$ cat src/rtl/mc_control.sv
// Multicycle MIPS control FSM: Moore-decoded datapath selects/enables from the
// state register, with the branch PC enable taken combinationally from zero.
module mc_control (
  input  logic       clk,
  input  logic       rst,
  input  logic [5:0] opcode,
  input  logic [5:0] func,
  input  logic       zero,
  output logic       PCEn,
  output logic       IorD,
  output logic       MemRead,
  output logic       MemWrite,
  output logic       MemtoReg,
  output logic       IRWrite,
  output logic       RegWrite,
  output logic       RegDst,
  output logic       ALUSrcA,
  output logic [1:0] ALUSrcB,
  output logic [1:0] PCSource,
  output logic [2:0] ALUSel,
  output logic       illegal,
  output logic [3:0] state
);

  localparam logic [3:0] FETCH     = 4'd0;
  localparam logic [3:0] DECODE    = 4'd1;
  localparam logic [3:0] MEM_ADDR  = 4'd2;
  localparam logic [3:0] MEM_READ  = 4'd3;
  localparam logic [3:0] MEM_WB    = 4'd4;
  localparam logic [3:0] MEM_WRITE = 4'd5;
  localparam logic [3:0] R_EXEC    = 4'd6;
  localparam logic [3:0] R_WB      = 4'd7;
  localparam logic [3:0] I_EXEC    = 4'd8;
  localparam logic [3:0] I_WB      = 4'd9;
  localparam logic [3:0] BRANCH    = 4'd10;
  localparam logic [3:0] JUMP      = 4'd11;

  localparam logic [5:0] OP_R    = 6'h00;
  localparam logic [5:0] OP_LW   = 6'h23;
  localparam logic [5:0] OP_SW   = 6'h2B;
  localparam logic [5:0] OP_ADDI = 6'h08;
  localparam logic [5:0] OP_BEQ  = 6'h04;
  localparam logic [5:0] OP_J    = 6'h02;

  localparam logic [2:0] ALU_AND = 3'b000;
  localparam logic [2:0] ALU_OR  = 3'b001;
  localparam logic [2:0] ALU_ADD = 3'b010;
  localparam logic [2:0] ALU_SUB = 3'b110;
  localparam logic [2:0] ALU_SLT = 3'b111;

  logic [3:0] cur, nxt;
  logic [2:0] r_sel;
  logic       r_ok;

  assign state = cur;

  always_comb begin
    r_sel = ALU_ADD;
    r_ok  = 1'b1;
    case (func)
      6'h20:   r_sel = ALU_ADD;
      6'h22:   r_sel = ALU_SUB;
      6'h24:   r_sel = ALU_AND;
      6'h25:   r_sel = ALU_OR;
      6'h2A:   r_sel = ALU_SLT;
      default: r_ok  = 1'b0;
    endcase
  end

  always_ff @(posedge clk or negedge rst) begin
    if (!rst) cur <= FETCH;
    else      cur <= nxt;
  end

  always_comb begin
    nxt = FETCH;
    case (cur)
      FETCH: nxt = DECODE;
      DECODE: begin
        case (opcode)
          OP_R:         nxt = R_EXEC;
          OP_LW, OP_SW: nxt = MEM_ADDR;
          OP_ADDI:      nxt = I_EXEC;
          OP_BEQ:       nxt = BRANCH;
          OP_J:         nxt = JUMP;
          default:      nxt = FETCH;
        endcase
      end
      MEM_ADDR: nxt = (opcode == OP_SW) ? MEM_WRITE : MEM_READ;
      MEM_READ: nxt = MEM_WB;
      R_EXEC:   nxt = r_ok ? R_WB : FETCH;
      I_EXEC:   nxt = I_WB;
      default:  nxt = FETCH;
    endcase
  end

  // While reset is held every output sits at its default, so FETCH's enables
  // cannot leak out before the first real edge.
  always_comb begin
    PCEn     = 1'b0;
    IorD     = 1'b0;
    MemRead  = 1'b0;
    MemWrite = 1'b0;
    MemtoReg = 1'b0;
    IRWrite  = 1'b0;
    RegWrite = 1'b0;
    RegDst   = 1'b0;
    ALUSrcA  = 1'b0;
    ALUSrcB  = 2'b00;
    PCSource = 2'b00;
    ALUSel   = ALU_ADD;
    illegal  = 1'b0;
    if (rst) begin
      case (cur)
        FETCH: begin
          MemRead = 1'b1;
          IRWrite = 1'b1;
          ALUSrcB = 2'b01;
          PCEn    = 1'b1;
        end
        DECODE: begin
          ALUSrcB = 2'b10;
          illegal = !(opcode == OP_R  || opcode == OP_LW   || opcode == OP_SW ||
                      opcode == OP_ADDI || opcode == OP_BEQ || opcode == OP_J);
        end
        R_EXEC: begin
          ALUSrcA = 1'b1;
          ALUSel  = r_ok ? r_sel : ALU_ADD;
          illegal = !r_ok;
        end
        R_WB: begin
          ALUSrcA  = 1'b1;
          ALUSel   = r_sel;
          RegWrite = 1'b1;
          RegDst   = 1'b1;
        end
        I_EXEC, MEM_ADDR: begin
          ALUSrcA = 1'b1;
          ALUSrcB = 2'b10;
        end
        I_WB: begin
          ALUSrcA  = 1'b1;
          ALUSrcB  = 2'b10;
          RegWrite = 1'b1;
        end
        MEM_READ: begin
          ALUSrcA = 1'b1;
          ALUSrcB = 2'b10;
          IorD    = 1'b1;
          MemRead = 1'b1;
        end
        MEM_WB: begin
          ALUSrcA  = 1'b1;
          ALUSrcB  = 2'b10;
          IorD     = 1'b1;
          MemRead  = 1'b1;
          MemtoReg = 1'b1;
          RegWrite = 1'b1;
        end
        MEM_WRITE: begin
          ALUSrcA  = 1'b1;
          ALUSrcB  = 2'b10;
          IorD     = 1'b1;
          MemWrite = 1'b1;
        end
        BRANCH: begin
          ALUSrcA  = 1'b1;
          ALUSel   = ALU_SUB;
          PCSource = 2'b01;
          PCEn     = zero;
        end
        JUMP: begin
          PCSource = 2'b10;
          PCEn     = 1'b1;
        end
        default: ;
      endcase
    end
  end

endmodule
$ cat config.mk
export PLATFORM = sky130hd
export DESIGN_NAME = mc_control
export DESIGN_NICKNAME = d
export VERILOG_FILES = /design/src/rtl/mc_control.sv
export SDC_FILE = /design/constraint.sdc
export NUM_CORES = 1
export LEC_CHECK = 0
export ABC_AREA = 1
export BUFFER_PORTS_ARGS = -buffer_cell sky130_fd_sc_hd__buf_4
export CORE_MARGIN = 8
export CORE_UTILIZATION = 42
export DETAILED_ROUTE_END_ITERATION = 7
export PLACE_DENSITY_LB_ADDON = 0.05
export SKIP_LAST_GASP = 1
export SLEW_MARGIN = 5
export SYNTH_ARGS = -nofsm -noshare
export SYNTH_HDL_FRONTEND = slang
export SYNTH_SLANG_ARGS = --single-unit
$ cat constraint.sdc
create_clock -name clk -period 1.54 [get_ports clk]
set_clock_uncertainty 0.15 [all_clocks]
set_input_delay 0.231 -clock clk [delete_from_list [all_inputs] [get_ports clk]]
set_output_delay 0.231 -clock clk [all_outputs]
set_load 0.02 [all_outputs]
-- Yosys cells after proc, flatten, opt, wreduce, memory -nomap -nowiden
Index checks and enable logic that the tools add are counted.
- register bits after elaboration: 4
- input port bits: 15
- output and inout port bits: 21
- logic and storage cells: 72
- equality and inequality tests: 21
- mux-type cells: 33
- reductions and logical operators: 17
- operator list (kind ; number):
    6-bit == test, second input constant ; 7
    4-bit one-hot mux with 6 select lines ; 1
    4-bit one-hot mux with 5 select lines ; 1
    1-bit two-way mux ; 19
    4-bit by 3-bit == test with 1-bit output, second input constant ; 4
    4-bit == test, second input constant ; 4
    3-bit two-way mux ; 4
    3-bit one-hot mux with 4 select lines ; 1
    3-bit one-hot mux with 3 select lines ; 1
    3-bit OR reduction ; 3
    9-bit OR reduction ; 1
    4-bit by 2-bit == test with 1-bit output, second input constant ; 2
    2-bit one-hot mux with 2 select lines ; 2
    7-bit OR reduction ; 1
    6-bit by 2-bit == test with 1-bit output, second input constant ; 1
    6-bit by 3-bit == test with 1-bit output, second input constant ; 1
    6-bit by 4-bit == test with 1-bit output, second input constant ; 1
    6-bit logical NOT ; 1
    1-bit logical OR ; 5
    5-bit OR reduction ; 1
    4-bit by 1-bit == test with 1-bit output, second input constant ; 1
    4-bit logical NOT ; 1
    2-bit two-way mux ; 2
    1-bit one-hot mux with 2 select lines ; 2
    other kinds (2) ; 4

-- Longest topological paths before layout
- depth after elaboration: 9
- gate-level depth with buffers: 8
- mapped depth without buffers: 8

-- Worst setup path before layout
No wires, ideal clock.
- path type: flip-flop to output port
- start: reg cur[0], in the netlist state[0]
- end: out PCEn
- data arrival time: 1583 ps
- required time: 1159 ps
- setup slack: -424 ps
- stages on the path, launching flop included: 5
- path buffers: 0
- cells stage by stage: dfrtp_1 > nand2_1 > nor3_1 > nor2_1 > nand2_1
- word-level cells in the longest chain between the ends: 4
- elaborated cells between the ends (all ways): 6
- classes of those cells: 2 x eq/ne; 2 x mux; 2 x reduce/logical
- ends and longest elaborated chain (element ; RTL line ; source):
    start: declaration ; 51 ; logic [3:0] cur, nxt;
    start signal: assignment ; 72 ; else cur <= nxt;
    4-bit == test or 4-bit logical NOT (tied branches) ; 114 ; case (cur)
    2-bit OR reduction (no line) ; -- ;
    1-bit one-hot mux with 2 select lines (*) ; 114 ;
    1-bit two-way mux (*) ; 113 ; if (rst) begin
    end: declaration ; 9 ; output logic PCEn,
Mark *: on every way between the ends. The rest lies on a longest branch, timed or not.

-- Worst setup path after layout
- start: reg cur[2], in the netlist state[2]
- end: out ALUSel[0]
- word-level cells in the longest chain between the ends: 3
- elaborated cells between the ends (all ways): 5
- classes of those cells: 3 x eq/ne; 2 x mux
- ends and longest elaborated chain (element ; RTL line ; source):
    4-bit == test or 4-bit by 3-bit == test with 1-bit output (tied branches) ; 114 ;
    3-bit one-hot mux with 3 select lines (*) ; 114 ;
    3-bit two-way mux (*) ; 113 ;
    end: declaration ; 20 ; output logic [2:0] ALUSel,
Marked as above.

==> results.txt <==
status - finished with violations
failing checks - negative setup slack
starting density of the core - 0.428
P_leak - 0.688 nW
Routed WL per cell - 14.1 um
detailed placer's ending HPWL - 1930 um
storage element area - 105 um2
Post-Layout Cell Count - 196
overall power - 1.42 mW
period utilisation layout - 1.18
initial antenna violation count - 0
Ys Warns - 0
Max-Slew Margin vs Limit - 0.773
max FFs per register - 4
TritonCTS Buffers - 3
Async SR Flop Fraction - 1.00
Core Region - 1450 um2
min-delay worst type - in -> reg
CP Data Arrival Time - 1.44 ns
#FFs+latches synth - 4
IO Count - 36
Worst Path Required - 1.16 ns
number of max-cap violations - 0
clock buffer depth - 2
post-synth top area cell - dfrtp_1
CP bufs+invs - 3
vias in the first global route - 994
top cell type's share of synthesized area - 0.161
drt first pass iters - 4
Vias per Instance - 5.17
Peak VDD IR - 1.02 mV
worst-margin pin slew - 0.337 ns
initial drt markers - 36
final WL - 2770 um
global placer's final weighted congestion - 0.831
die width - 54.5 um
Cell Count Post-Placement - 188
most common cell in the synthesized netlist - nand2_1
Mapped Area - 622 um2
largest cells by area after synthesis - dfrtp_1 16%, nand2_1 14%, nor2_1 13%, inv_1 11%, nand3_1 5.6%
synthesis-to-layout area growth - 116%
DRC - 0
antenna cell count - 0
startpoint types - flip-flop
Reg clk slew, reported paths - 0.03 ns
grt total ovfl - 0
Cell variety after synth - 22
Fin. Hold Viols - 0
Final ANT Viol Nets - 0
overall routing resource usage - 0.195
minimum clock period - 1.82 ns
Port Buffers - 35
EDFF count, synth - 0
Root Buffer - clkbuf_4
ys flop type - dfrtp_1
CTS tree - built
Synth Net Count - 131
CP Max Fanout - 4
site row count - 14
Crit Path Class - reg -> out
RSZ-0062 raised after global routing - yes
critical path's largest stage delay - 0.42 ns
vias - 1014
share of cells above drive strength 1 - 0.622
# fillers - 64
nets - 197
fmax - 550 MHz
Cell Pwr Density - 1050 nW/um2
final setup margin - -0.278 ns
height of the die - 54.5 um
crit-path cells - inv_4 > nand2_4 > inv_4 > nand2_4 > nor2_4 > o21ai_2 > a21oi_4 > buf_6
Slowest-stage cell, CP - dfrtp_2
Cell Area, Placed - 1150 um2
first-pass GRT wire length - 4420 um
die area - 2970 um2
top cells by count, synth - 24 x nand2_1, 22 x nor2_1, 18 x inv_1
H-Tree Depth - 1
sequential fraction of the synthesis area - 0.161
Clock Sinks - 4
worst-skew pair later-pin latency - 0.22 ns
CP delay by family, top - flip-flops
syn avg cell area - 5.36 um2
area of the multi-input gates - 589 um2
post-synthesis cell count - 116
Final Util - 0.924
count of final setup violators - 17
Slew Limit Fails - 0
largest net degree at the start of global routing - 9
Finished Cell Area - 1340 um2
CP endpoint kind - output port
worst reg2reg max path: stages (launching register included):
cell and delay (ns):
dfrtp_2 0.48, nor2_4 0.15, inv_2 0.07, buf_4 0.13
buf_4 0.12, nor2_1 0.12, nor2_1 0.06, o211ai_1 0.10
routing by layer:
layer  global-route usage  part of all wire
met3               0.0163             0.060
met1                0.222              0.36
met4               0.0738             0.024
met5                    0                 0
met2                0.365              0.55
metrics by stage:
stage / TNS [ns] / hold WS [ns] / worst slack (ns)
2_1_floorplan: -0.380 / -0.215 / -0.0778
3_3_place_gp: -0.182 / -0.0157 / -0.0893
3_5_place_dp: -0.234 / -0.0127 / -0.0945
4_1_cts: -2.79 / 0.254 / -0.256
5_1_grt: -4.32 / 0.275 / -0.340
6_report: -3.26 / 0.249 / -0.278
where the power goes:
group          internal [mW]  switching, mW  total [mW]
clock                 0.0866         0.0349       0.122
sequential             0.136         0.0599       0.196
combinational          0.518          0.582        1.10
what timing repair did:
| item | CTS | global route |
|---|---|---|
| pin swaps | 14 | 1 |
| setup endpoints to repair | 17 | 17 |
| hold endpoints to repair | 4 | 0 |
| gates resized for setup | 39 | 0 |
| hold buffers | 1 | 0 |
| buffers inserted | 4 | 0 |
| gates cloned | 0 | 0 |
layout by cell type (no fill, tap or decap), drive strengths merged:
cell type	instances
nor2	28
nand2	26
inv	21
buf	62
nor3	5
a31oi	2
clkbuf	3
o21bai	1
nor3b	2
nand2b	1
o211ai	1
nand4	5
dfrtp	4
nand3	7
a21oi	7
o21ai	4
dlygate4sd3	1
final cells by class:
type	instances	share of cell area
multi-input combinational	89	0.439
tap	16	0.0149
clock buffer	3	0.0168
inverter	21	0.0661
timing repair buffer	63	0.385
sequential	4	0.0782
cells by family (layout without fill, tap and decap cells):
family                 Yosys count  after routing  share of synthesized area
flip-flops                       4              4                      0.161
AND/OR/NAND/NOR                 74             74                      0.555
AO/OA/AOI/OAI                   15             15                      0.139
buffers and inverters           23             87                      0.145
path summary, 6_finish.rpt:
check | from | end | slack, ns | cells past startpoint
max | state[2] | ALUSel[0] | -0.28 | 8
min | opcode[2] | state[2] | 0.25 | 4
max reg2reg | state[0] | state[0] | 0.08 | 7
min reg2reg | state[0] | state[3] | 0.59 | 2
max in group asynchronous | rst | state[2] | 0.71 | 3
min in group asynchronous | rst | state[1] | 0.34 | 3
(Power assumes the default switching activity.)
